$ cat config.mk
export PLATFORM = sky130hd
export DESIGN_NAME = vip_avalon_st_video_decoder_flat
export DESIGN_NICKNAME = d
export VERILOG_FILES = /design/src/rtl/vip_decoder_pkg.sv /design/src/rtl/vip_avalon_st_video_decoder_if.sv /design/src/rtl/vip_ctrl_packet_parser.sv /design/src/rtl/vip_avalon_st_video_decoder.sv /design/src/flat_wrapper.sv
export SDC_FILE = /design/constraint.sdc
export NUM_CORES = 1
export LEC_CHECK = 0
export BUFFER_PORTS_ARGS = -buffer_cell sky130_fd_sc_hd__buf_2
export CAP_MARGIN = 20
export CELL_PAD_IN_SITES_DETAIL_PLACEMENT = 1
export CELL_PAD_IN_SITES_GLOBAL_PLACEMENT = 2
export CORE_MARGIN = 3
export CORE_UTILIZATION = 29
export DETAILED_ROUTE_END_ITERATION = 8
export PLACE_DENSITY_LB_ADDON = 0.05
export SLEW_MARGIN = 20
export SYNTH_ARGS = -nofsm -noshare
export SYNTH_HDL_FRONTEND = slang
export SYNTH_HIERARCHICAL = 1
export SYNTH_SLANG_ARGS = --single-unit
export TNS_END_PERCENT = 20
$ cat constraint.sdc
create_clock -name clk -period 5.7 [get_ports clk]
set_clock_uncertainty 0.1 [all_clocks]
set_input_delay 1.14 -clock clk [delete_from_list [all_inputs] [get_ports clk]]
set_output_delay 1.14 -clock clk [all_outputs]
set_load 0.01 [all_outputs]
$ cat src/rtl/vip_decoder_pkg.sv
// Shared types and constants for the Avalon-ST video packet decoder.
// Optional build macro: VIP_DECODER_ZERO_DIM_REJECT_EN (see parser).
package vip_decoder_pkg;

  typedef enum logic [1:0] {
    ST_IDLE,
    ST_VIDEO,
    ST_CONTROL,
    ST_DISCARD
  } state_t;

  localparam logic [3:0] PKT_TYPE_VIDEO = 4'h0;
  localparam logic [3:0] PKT_TYPE_CTRL  = 4'hF;
  localparam int         CTRL_NIBBLES   = 9;

  function automatic state_t hdr_state(
    input logic [3:0] pkt_type
  );
    state_t s;
    s = ST_DISCARD;
    if (pkt_type == PKT_TYPE_VIDEO)
      s = ST_VIDEO;
    else if (pkt_type == PKT_TYPE_CTRL)
      s = ST_CONTROL;
    return s;
  endfunction

endpackage

$ cat src/rtl/vip_avalon_st_video_decoder_if.sv
// Stream bundle between source, decoder and flow-control input stage.
// slave = decoder view, master = source/sink environment view.
interface vip_avalon_st_video_decoder_if #(
  parameter int BITS_PER_SYMBOL  = 8,
  parameter int SYMBOLS_PER_BEAT = 3
);
  localparam int DW = BITS_PER_SYMBOL * SYMBOLS_PER_BEAT;

  logic          din_ready;
  logic          din_valid;
  logic [DW-1:0] din_data;
  logic          din_startofpacket;
  logic          din_endofpacket;

  logic          dout_ready;
  logic          dout_valid;
  logic [DW-1:0] dout_data;

  logic [15:0]   decoder_width;
  logic [15:0]   decoder_height;
  logic [3:0]    decoder_interlaced;
  logic          decoder_end_of_video;
  logic          decoder_is_video;
  logic          decoder_vip_ctrl_valid;

  modport slave (
    output din_ready,
    input  din_valid,
    input  din_data,
    input  din_startofpacket,
    input  din_endofpacket,
    input  dout_ready,
    output dout_valid,
    output dout_data,
    output decoder_width,
    output decoder_height,
    output decoder_interlaced,
    output decoder_end_of_video,
    output decoder_is_video,
    output decoder_vip_ctrl_valid
  );

  modport master (
    input  din_ready,
    output din_valid,
    output din_data,
    output din_startofpacket,
    output din_endofpacket,
    output dout_ready,
    input  dout_valid,
    input  dout_data,
    input  decoder_width,
    input  decoder_height,
    input  decoder_interlaced,
    input  decoder_end_of_video,
    input  decoder_is_video,
    input  decoder_vip_ctrl_valid
  );

endinterface

$ cat src/rtl/vip_ctrl_packet_parser.sv
// Control packet nibble parser with shadow fields and commit strobe.
// VIP_DECODER_ZERO_DIM_REJECT_EN: drop packets with zero width/height.
module vip_ctrl_packet_parser
  import vip_decoder_pkg::*;
#(
  parameter int SYMBOLS_PER_BEAT = 3
) (
  input  logic                          clk,
  input  logic                          rst,
  input  logic                          clear,
  input  logic                          beat,
  input  logic [4*SYMBOLS_PER_BEAT-1:0] nibs,
  input  logic                          eop,
  output logic                          commit,
  output logic [15:0]                   width,
  output logic [15:0]                   height,
  output logic [3:0]                    interlaced
);

  logic [3:0]  cnt;
  logic [15:0] sh_w;
  logic [15:0] sh_h;
  logic [3:0]  sh_i;
  logic [15:0] nx_w;
  logic [15:0] nx_h;
  logic [3:0]  nx_i;
  logic [4:0]  sum;
  logic        full;
  logic        dim_ok;

  // Merge this beat's nibbles into the shadow copy at the running index.
  always_comb begin : merge
    int k;
    k    = 0;
    nx_w = sh_w;
    nx_h = sh_h;
    nx_i = sh_i;
    for (int j = 0; j < SYMBOLS_PER_BEAT; j++) begin
      k = int'(cnt) + j;
      if (k < 4)
        nx_w[(3-k)*4 +: 4] = nibs[j*4 +: 4];
      else if (k < 8)
        nx_h[(7-k)*4 +: 4] = nibs[j*4 +: 4];
      else if (k == CTRL_NIBBLES - 1)
        nx_i = nibs[j*4 +: 4];
    end
  end

  assign sum  = {1'b0, cnt} + 5'(SYMBOLS_PER_BEAT);
  assign full = sum >= 5'(CTRL_NIBBLES);

`ifdef VIP_DECODER_ZERO_DIM_REJECT_EN
  assign dim_ok = (nx_w != 16'h0) && (nx_h != 16'h0);
`else
  assign dim_ok = 1'b1;
`endif

  assign commit     = beat & eop & full & dim_ok;
  assign width      = nx_w;
  assign height     = nx_h;
  assign interlaced = nx_i;

  always_ff @(posedge clk or negedge rst) begin
    if (!rst) begin
      cnt  <= 4'd0;
      sh_w <= 16'h0;
      sh_h <= 16'h0;
      sh_i <= 4'h0;
    end else if (clear) begin
      cnt <= 4'd0;
    end else if (beat) begin
      sh_w <= nx_w;
      sh_h <= nx_h;
      sh_i <= nx_i;
      if (eop)
        cnt <= 4'd0;
      else if (full)
        cnt <= 4'(CTRL_NIBBLES);
      else
        cnt <= sum[3:0];
    end
  end

endmodule

$ cat src/rtl/vip_avalon_st_video_decoder.sv
// Avalon-ST VIP packet decoder: header classify, control parse, video forward.
// VIP_DECODER_ZERO_DIM_REJECT_EN is honoured inside the control parser.
module vip_avalon_st_video_decoder
  import vip_decoder_pkg::*;
#(
  parameter int BITS_PER_SYMBOL  = 8,
  parameter int SYMBOLS_PER_BEAT = 3
) (
  input logic                       clk,
  input logic                       rst,
  vip_avalon_st_video_decoder_if.slave bus
);

  localparam int DW = BITS_PER_SYMBOL * SYMBOLS_PER_BEAT;
  localparam int NW = 4 * SYMBOLS_PER_BEAT;

  state_t          state;
  state_t          state_nx;
  logic            acc;
  logic            sop;
  logic            eop;
  logic            ld_out;
  logic            ctrl_beat;
  logic            ctrl_clr;
  logic            commit;
  logic [NW-1:0]   nibs;
  logic [15:0]     p_w;
  logic [15:0]     p_h;
  logic [3:0]      p_i;

  logic            o_valid;
  logic [DW-1:0]   o_data;
  logic            o_eov;
  logic            o_vid;
  logic [15:0]     r_w;
  logic [15:0]     r_h;
  logic [3:0]      r_i;
  logic            r_cv;

  assign bus.din_ready = ~o_valid | bus.dout_ready;
  assign acc = bus.din_valid & bus.din_ready;
  assign sop = bus.din_startofpacket;
  assign eop = bus.din_endofpacket;

  always_comb begin
    nibs = '0;
    for (int j = 0; j < SYMBOLS_PER_BEAT; j++)
      nibs[j*4 +: 4] = bus.din_data[j*BITS_PER_SYMBOL +: 4];
  end

  always_ff @(posedge clk or negedge rst) begin
    if (!rst)
      state <= ST_IDLE;
    else
      state <= state_nx;
  end

  // Any accepted SOP is a header, regardless of the current state.
  always_comb begin
    state_nx  = state;
    ld_out    = 1'b0;
    ctrl_beat = 1'b0;
    ctrl_clr  = 1'b0;
    if (acc) begin
      if (sop) begin
        ctrl_clr = 1'b1;
        state_nx = eop ? ST_IDLE
                       : hdr_state(bus.din_data[3:0]);
      end else begin
        unique case (state)
          ST_IDLE: state_nx = ST_IDLE;
          ST_VIDEO: begin
            ld_out = 1'b1;
            if (eop) state_nx = ST_IDLE;
          end
          ST_CONTROL: begin
            ctrl_beat = 1'b1;
            if (eop) state_nx = ST_IDLE;
          end
          ST_DISCARD: begin
            if (eop) state_nx = ST_IDLE;
          end
          default: state_nx = ST_IDLE;
        endcase
      end
    end
  end

  vip_ctrl_packet_parser #(
    .SYMBOLS_PER_BEAT (SYMBOLS_PER_BEAT)
  ) u_parser (
    .clk        (clk),
    .rst        (rst),
    .clear      (ctrl_clr),
    .beat       (ctrl_beat),
    .nibs       (nibs),
    .eop        (eop),
    .commit     (commit),
    .width      (p_w),
    .height     (p_h),
    .interlaced (p_i)
  );

  always_ff @(posedge clk or negedge rst) begin
    if (!rst) begin
      o_valid <= 1'b0;
      o_data  <= '0;
      o_eov   <= 1'b0;
      o_vid   <= 1'b0;
      r_w     <= 16'h0;
      r_h     <= 16'h0;
      r_i     <= 4'h0;
      r_cv    <= 1'b0;
    end else begin
      if (ld_out) begin
        o_valid <= 1'b1;
        o_data  <= bus.din_data;
        o_eov   <= eop;
        o_vid   <= 1'b1;
      end else if (bus.dout_ready) begin
        o_valid <= 1'b0;
      end
      if (commit) begin
        r_w  <= p_w;
        r_h  <= p_h;
        r_i  <= p_i;
        r_cv <= 1'b1;
      end
    end
  end

  assign bus.dout_valid             = o_valid;
  assign bus.dout_data              = o_data;
  assign bus.decoder_end_of_video   = o_eov;
  assign bus.decoder_is_video       = o_vid;
  assign bus.decoder_width          = r_w;
  assign bus.decoder_height         = r_h;
  assign bus.decoder_interlaced     = r_i;
  assign bus.decoder_vip_ctrl_valid = r_cv;

endmodule

$ cat src/flat_wrapper.sv
// flat-port wrapper written by rule: the top's interface ports become plain ports
module vip_avalon_st_video_decoder_flat import vip_decoder_pkg::*;
#(
  parameter int BITS_PER_SYMBOL  = 8,
  parameter int SYMBOLS_PER_BEAT = 3
)
  (clk, rst, bus_din_ready, bus_din_valid, bus_din_data, bus_din_startofpacket, bus_din_endofpacket, bus_dout_ready, bus_dout_valid, bus_dout_data, bus_decoder_width, bus_decoder_height, bus_decoder_interlaced, bus_decoder_end_of_video, bus_decoder_is_video, bus_decoder_vip_ctrl_valid);
  vip_avalon_st_video_decoder_if #(.BITS_PER_SYMBOL(BITS_PER_SYMBOL), .SYMBOLS_PER_BEAT(SYMBOLS_PER_BEAT)) bus_i ();
  input logic clk;
  input logic rst;
  output wire logic [$bits(bus_i.din_ready)-1:0] bus_din_ready;
  input wire logic [$bits(bus_i.din_valid)-1:0] bus_din_valid;
  input wire logic [$bits(bus_i.din_data)-1:0] bus_din_data;
  input wire logic [$bits(bus_i.din_startofpacket)-1:0] bus_din_startofpacket;
  input wire logic [$bits(bus_i.din_endofpacket)-1:0] bus_din_endofpacket;
  input wire logic [$bits(bus_i.dout_ready)-1:0] bus_dout_ready;
  output wire logic [$bits(bus_i.dout_valid)-1:0] bus_dout_valid;
  output wire logic [$bits(bus_i.dout_data)-1:0] bus_dout_data;
  output wire logic [$bits(bus_i.decoder_width)-1:0] bus_decoder_width;
  output wire logic [$bits(bus_i.decoder_height)-1:0] bus_decoder_height;
  output wire logic [$bits(bus_i.decoder_interlaced)-1:0] bus_decoder_interlaced;
  output wire logic [$bits(bus_i.decoder_end_of_video)-1:0] bus_decoder_end_of_video;
  output wire logic [$bits(bus_i.decoder_is_video)-1:0] bus_decoder_is_video;
  output wire logic [$bits(bus_i.decoder_vip_ctrl_valid)-1:0] bus_decoder_vip_ctrl_valid;
  assign bus_din_ready = bus_i.din_ready;
  assign bus_i.din_valid = bus_din_valid;
  assign bus_i.din_data = bus_din_data;
  assign bus_i.din_startofpacket = bus_din_startofpacket;
  assign bus_i.din_endofpacket = bus_din_endofpacket;
  assign bus_i.dout_ready = bus_dout_ready;
  assign bus_dout_valid = bus_i.dout_valid;
  assign bus_dout_data = bus_i.dout_data;
  assign bus_decoder_width = bus_i.decoder_width;
  assign bus_decoder_height = bus_i.decoder_height;
  assign bus_decoder_interlaced = bus_i.decoder_interlaced;
  assign bus_decoder_end_of_video = bus_i.decoder_end_of_video;
  assign bus_decoder_is_video = bus_i.decoder_is_video;
  assign bus_decoder_vip_ctrl_valid = bus_i.decoder_vip_ctrl_valid;
  vip_avalon_st_video_decoder #(.BITS_PER_SYMBOL(BITS_PER_SYMBOL), .SYMBOLS_PER_BEAT(SYMBOLS_PER_BEAT)) u_core (.clk(clk), .rst(rst), .bus(bus_i));
endmodule
==> results of run 1 <==
[power by group through the flow]
stage	combinational [mW]	sequential [mW]	clock, mW
CTS	0.964	0.984	0.684
finish	0.953	0.982	0.651
detailed placement	0.960	0.998	0
global route	1.06	1.00	0.713
global placement	0.937	0.989	0
floorplan	0.595	1.02	0
[registers in the layout, summed over array words and instances, names as in the netlist, 2 cells and up]
name and count:
u_core/bus.decoder_height 16, u_core/bus.decoder_interlaced 4, u_core/bus.decoder_width 16, u_core/bus.dout_data 24
u_core/state 2, u_core/u_parser/cnt 4, u_core/u_parser/sh_h 16, u_core/u_parser/sh_i 4
u_core/u_parser/sh_w 16
[layout by cell type (no fill, tap or decap), types with 6 or more instances in the layout]
cell	netlist	final
buf_2	8	93
o21ai_1	7	7
inv_1	21	21
nand3_1	40	40
nand2b_1	10	10
dfrtp_1	106	106
mux2_2	73	73
ha_1	58	58
mux2_4	18	18
nor3_1	15	15
and3_1	9	9
and2_1	8	8
xnor2_1	6	6
mux2i_1	61	61
o21ai_0	19	19
a21oi_1	10	10
a22oi_1	8	8
o211ai_1	12	12
clkbuf_16	0	9
nand3b_1	6	6
nor2_1	43	42
buf_4	3	27
a31oi_1	7	7
nand4_1	19	19
nand2_1	71	71
nor2b_1	15	14
[how the worst min path moves through the flow]
| stage | to | slack [ps] | startpoint | cells after the start |
|---|---|---|---|---|
| finish | u_core/bus.decoder_is_video | 370 | u_core/bus.decoder_is_video | 1 |
| floorplan | u_core/u_parser/sh_h[0] | 350 | u_core/u_parser/sh_h[0] | 2 |
| CTS | u_core/bus.decoder_is_video | 380 | u_core/bus.decoder_is_video | 1 |
| global placement | u_core/bus.decoder_vip_ctrl_valid | 340 | u_core/bus.decoder_vip_ctrl_valid | 1 |
| global route | u_core/bus.decoder_is_video | 410 | u_core/bus.decoder_is_video | 1 |
| detailed placement | u_core/bus.decoder_is_video | 350 | u_core/bus.decoder_is_video | 1 |
[Yosys cell counts (all sizes together), types with 10 or more instances]
cell and number:
nor3 15, ha 58, dfrtp 106, inv 22, nand2b 10, o211ai 14, buf 20, mux2i 61
nand2 71, nand3 40, clkbuf 21, nand4 19, o21ai 26, mux2 91, nor2b 16, nor2 44
a21oi 10
[critical path: cells and delay by family (launching register included)]
family,cells,cell delay (ps)
flops,1,510
buf+inv,1,270
mux,4,1160
fa+ha+maj,4,1480
simple gates,4,1130
compound gates,1,370
[per-layer routing]
layer  GRT usage, %  wire length, um  up-vias
li1               -                -     3030
met1           25.6            12600     3306
met2           32.2            13100      118
met3           2.18              909       22
met4           4.23              390        0
met5              0                0        -
[cell families after synthesis]
kind of cell             share of synthesized area (%)
XOR/XNOR                                          1.82
buffers and inverters                             3.50
adder cells (fa/ha/maj)                           9.32
flip-flops                                        34.1
multiplexers                                      21.9
AND/OR/NAND/NOR                                   19.9
AO/OA/AOI/OAI                                     9.53
[through the flow]
| step | instance area (um^2) | cells |
|---|---|---|
| floorplan | 7790 | 773 |
| global placement | 8720 | 1188 |
| detailed placement | 8720 | 1188 |
| CTS | 9010 | 1204 |
| global route | 9030 | 1204 |
| finish | 9030 | 1204 |
[final cells by class]
class,count,share of cell area (%)
clock buffers,10,2.54
inverters,22,0.915
well taps,335,4.64
flip-flops and latches,106,29.4
multi-input cells,604,54.4
clock inverters,6,0.638
repair buffers,121,7.53
==> impl_metrics.csv, run 1 <==
group,metric,value,unit
global_routing,grt_pass1_wl,42000,um
clock_tree,clock_sinks,106,
setup_path,start_kind,"flip-flop",
setup_path,regToRegSetupSlack,550,ps
flow_run,maxCapViolCount,0,
placement,io_buffers,94,
detailed_routing,vias_per_cell,5.38,
power,switchingPower,0.931,mW
sta,fin_worst_hold_slack,372,ps
power,clkPwrFrac,25.2,%
sta,timing.slew.headroom,29.5,%
die,start_util,29.7,%
clock_tree,post_cts_buffers,0,
synthesis,synth.cell_area,7790,um^2
detailed_routing,dr.pass1.iters,4,
power,leakage,4.28,nW
power,p_per_area,286,nW/um^2
global_routing,overflow,0,
global_routing,grt_pass1_vias,6964,
global_routing,grt_antenna_before_repair,1,
clock_tree,numCtsBuffers,9,
synthesis,synth_ff_type,"dfrtp_1",
detailed_routing,post_drt_wl_per_cell,22.4,um
placement,place_ws,589,ps
synthesis,yosysTopAreaCell,"dfrtp_1",
detailed_routing,drt_iter0_markers,269,
setup_path,worst_path_most_repeated_cell,"ha_1",
power,p_sw_share,36.0,%
global_routing,grt_max_degree,70,
setup_path,worstSetupPathType,"flip-flop to flip-flop",
detailed_routing,via_count,6476,
detailed_routing,wl,27000,um
sta,rsz0062_at_grt,"false",
sta,fin_setup_tns,0,ps
setup_path,crit_arrival,5290,ps
synthesis,seq_area_frac_synth,34.1,%
power,p_int,1.65,mW
synthesis,synth_top_area_share,34.1,%
synthesis,yosysUniqueCellTypes,69,
setup_path,end_kind,"flip-flop",
synthesis,synth_warnings,6,
clock_tree,clkTransAtPathRegs,80,ps
layout,finalNetCount,952,
detailed_routing,postRouteAntennaNets,0,
die,dieWidth,170,um
power,p_comb_share,36.8,%
synthesis,yosys_register_bits,106,
sta,period_needed,5150,ps
setup_path,critPathSlowestCell,"ha_1",
clock_tree,root_buffer,"clkbuf_16",
die,die_area,28900,um^2
clock_tree,ctsResizeCount,0,
power,totalPowerFinal,2.59,mW
sta,setup_viol,0,
die,rows,59,
synthesis,syn_avg_cell_area,10.1,um^2
synthesis,synthCells,773,
placement,place_congestion,0.819,
layout,drive_above_1_share,29.0,%
synthesis,ys_top_cells_by_area,"dfrtp_1, mux2_2, ha_1, mux2i_1, mux2_4",
die,core_area,26200,um^2
setup_path,startpoint,"u_core/u_parser/cnt[1]",
sta,setup_ws,549,ps
clock_tree,clock_path_buffers,2,
setup_path,r2r_start,"u_core/u_parser/cnt[1]",
placement,dpl.hpwl,20000,um
setup_path,crit_path_end,"u_core/bus.decoder_width[15]",
layout,multi_input_area,4910,um^2
setup_path,max_stage_delay,530,ps
clock_tree,cts_tree,"yes",
setup_path,required,5840,ps
power,power_frac_seq,38.0,%
setup_path,r2r_cells,14,
clock_tree,h-tree-depth,3,
die,io_pins,95,
synthesis,synth_nets,861,
sta,max_freq,194,MHz
synthesis,synth_edf_count,0,
outcome,status,"finished clean",
setup_path,reg2reg_to,"u_core/bus.decoder_width[15]",
die,dieHeight,170,um
sta,slew_violations,0,
layout,syn_to_final_growth,15.9,%
layout,seqCellArea,2650,um^2
power,ir_drop,0.175,mV
clock_tree,insertion_delay,360,ps
detailed_routing,drc,0,
sta,finalHoldViolCount,0,
setup_path,path_max_fanout,14,
setup_path,crit_chain,"ha_1 > and2_1 > ha_1 > inv_1 > ha_1 > and2_1 > nand3_1 > ha_1 > or3_1 > mux2i_1 > o2111ai_2 > mux2i_1 > mux2i_1 > mux2_2",
clock_tree,cts-hold-fix-buffers,0,
layout,fin_util,34.4,%
sta,fin_crit_sh,90.4,%
sta,tightest_slew,1050,ps
min_path,hold_class,"flip-flop to flip-flop",
layout,fill_cells,2943,
layout,antenna_cells,0,
synthesis,synthArstFlopShare,100,%
global_routing,grt_usage,18.8,%
(Power assumes the default switching activity.)
==> inputs of run 2 (changes only) <==
- ABC_AREA: default -> 1
- CTS_CLUSTER_DIAMETER: default -> 80
==> impl_metrics.csv, run 2 <==
group,metric,value,unit
outcome,status,"finished clean",
sta,tightest_slew,951,ps
global_routing,grt_pass1_vias,8307,
clock_tree,numCtsBuffers,9,
flow_run,maxCapViolCount,0,
detailed_routing,drt_iter0_markers,521,
clock_tree,h-tree-depth,3,
power,p_int,1.47,mW
synthesis,seq_area_frac_synth,32.8,%
min_path,whs_path_depth,2,
synthesis,synthCells,1238,
global_routing,grt_antenna_before_repair,0,
detailed_routing,vias_per_cell,4.79,
global_routing,met1_usage,30.0,%
placement,io_buffers,94,
detailed_routing,postRouteAntennaNets,0,
setup_path,required,5850,ps
synthesis,synth_top_area_share,32.8,%
layout,mostFrequentLayoutCells,"nand2_1, inv_1, nand3_1, dfrtp_1, buf_2",
placement,placed_cells,1680,
synthesis,synthTopCellsByCount,"nand2_1, inv_1, nand3_1",
layout,finalNetCount,1407,
global_routing,grt_max_degree,67,
clock_tree,post_cts_buffers,0,
sta,finalHoldViolCount,0,
synthesis,synth.cell_area,8090,um^2
die,dieWidth,173,um
die,io_pins,95,
setup_path,r2r_start,"u_core/u_parser/cnt[0]",
global_routing,busiest_layer,"met2",
clock_tree,ctsResizeCount,0,
detailed_routing,post_drt_wl_per_cell,17.6,um
global_routing,grt_pass1_wl,48300,um
die,die_area,29900,um^2
power,switchingPower,0.924,mW
layout,syn_to_final_growth,14.2,%
die,core_area,27200,um^2
detailed_routing,drc,0,
power,p_comb_share,32.9,%
global_routing,met3_usage,2.11,%
layout,antenna_cells,0,
layout,final_common_cell,"nand2_1",
synthesis,synth.most_common_cell,"nand2_1",
global_routing,grtUsageMet2,31.7,%
clock_tree,insertion_delay,360,ps
detailed_routing,wl,29800,um
synthesis,synthArstFlopShare,100,%
clock_tree,clock_sinks,106,
placement,dpl.hpwl,23000,um
setup_path,path_max_fanout,20,
setup_path,crit_arrival,4950,ps
power,ir_drop,0.142,mV
sta,fin_crit_sh,84.3,%
min_path,whs_endpoint,"u_core/bus.dout_data[4]",
synthesis,yosysUniqueCellTypes,38,
sta,slew_violations,0,
placement,place_congestion,0.829,
synthesis,synth_ff_type,"dfrtp_1",
power,p_per_area,259,nW/um^2
min_path,hold_class,"flip-flop to flip-flop",
synthesis,synth_nets,1326,
layout,largest_reg_flops,24,
die,dieHeight,173,um
layout,fin_cells,1696,
sta,rsz0062_at_grt,"false",
global_routing,overflow,0,
clock_tree,clkTransAtPathRegs,80,ps
setup_path,r2r_cells,23,
sta,period_needed,4800,ps
power,power_frac_seq,38.4,%
clock_tree,cts_tree,"yes",
power,leakage,5.38,nW
clock_tree,clock_path_buffers,2,
clock_tree,root_buffer,"clkbuf_16",
sta,max_freq,208,MHz
sta,timing.slew.headroom,36.6,%
die,start_util,29.8,%
die,rows,60,
layout,drive_above_1_share,11.0,%
synthesis,yosys_register_bits,106,
setup_path,regToRegSetupSlack,900,ps
synthesis,synth_warnings,6,
power,p_sw_share,38.6,%
detailed_routing,via_count,8127,
setup_path,start_kind,"flip-flop",
power,clkPwrFrac,28.7,%
setup_path,worstSetupPathType,"flip-flop to flip-flop",
min_path,min_from,"u_core/bus.dout_data[4]",
synthesis,yosysTopAreaCell,"dfrtp_1",
detailed_routing,dr.pass1.iters,5,
setup_path,reg2reg_to,"u_core/bus.decoder_width[7]",
synthesis,synth_edf_count,0,
sta,setup_viol,0,
clock_tree,cts-hold-fix-buffers,0,
synthesis,ys_top_cells_by_area,"dfrtp_1, nand2_1, ha_1, nand3_1, inv_1",
sta,fin_setup_tns,0,ps
setup_path,end_kind,"flip-flop",
synthesis,syn_avg_cell_area,6.54,um^2
global_routing,grt_usage,20.0,%
## run 2: worst max-delay path by stage
stage	slack, ps	endpoint	cells after the start	startpoint
6_report	900	u_core/bus.decoder_width[7]	23	u_core/u_parser/cnt[0]
5_1_grt	360	u_core/bus.decoder_width[12]	23	u_core/u_parser/cnt[0]
4_1_cts	840	u_core/bus.decoder_width[7]	23	u_core/u_parser/cnt[0]
3_5_place_dp	840	u_core/bus.decoder_width[7]	23	u_core/u_parser/cnt[0]
3_3_place_gp	940	u_core/bus.decoder_width[7]	23	u_core/u_parser/cnt[0]
2_1_floorplan	1080	u_core/bus.decoder_width[3]	28	u_core/u_parser/cnt[0]
## run 2: cells by family (layout without fill, tap and decap cells)
| family | Yosys count | count (layout) | share of synthesized area, % |
|---|---|---|---|
| XOR/XNOR | 10 | 10 | 1.08 |
| flip-flops | 106 | 106 | 32.8 |
| adder cells (fa/ha/maj) | 58 | 58 | 8.97 |
| multiplexers | 1 | 1 | 0.124 |
| AND/OR/NAND/NOR | 823 | 823 | 43.9 |
| AO/OA/AOI/OAI | 59 | 59 | 4.14 |
| buffers and inverters | 181 | 267 | 9.03 |
## run 2: per-stage QoR
step	power (mW)	instance area (um^2)	setup slack, ps	util, %	hold slack [ps]
final	2.40	9240	895	34.0	369
after global routing	2.59	9240	362	34.0	394
after CTS	2.43	9240	836	34.0	372
after detailed placement	1.73	8930	837	32.9	352
after global placement	1.72	8930	937	32.9	348
after floorplan	1.46	8090	1080	-	343
## run 2: layout make-up
type                    count  area, um^2
inverters                 147         552
clock inverters             7        83.8
fillers                  3541       17900
multi-input cells         951        4710
flip-flops and latches    106        2650
clock buffers               9         225
well taps                 372         465
repair buffers            104         548
## run 2: layer usage
| layer | part of all wire, % | vias to the layer above |
|---|---|---|
| met4 | 0.60 | 0 |
| li1 | - | 4121 |
| met5 | 0 | - |
| met3 | 2.1 | 10 |
| met1 | 53 | 3900 |
| met2 | 44 | 96 |
## run 2: power by group through the flow
stage / sequential [mW] / combinational, mW / clock, mW
finish: 0.919 / 0.789 / 0.688
global route: 0.937 / 0.909 / 0.740
CTS: 0.920 / 0.799 / 0.710
detailed placement: 0.935 / 0.795 / 0
global placement: 0.932 / 0.786 / 0
floorplan: 0.962 / 0.496 / 0
## run 2: worst max-delay path: stages (launching register included)
cell and delay (ps):
dfrtp_1 790, ha_1 430, inv_1 110, nand2_1 100, nand2_1 350, ha_1 480
nand3b_2 250, nor2_1 230, inv_1 70, ha_1 190, or2_2 270, nor3_1 190
nand2_1 70, nand2_1 60, nand2_1 40, nor2_1 100, buf_4 260, nand3_2 150
nand2_1 100, nand3_1 100, nand2_1 90, inv_1 40, nand2_1 50, nand2_1 60
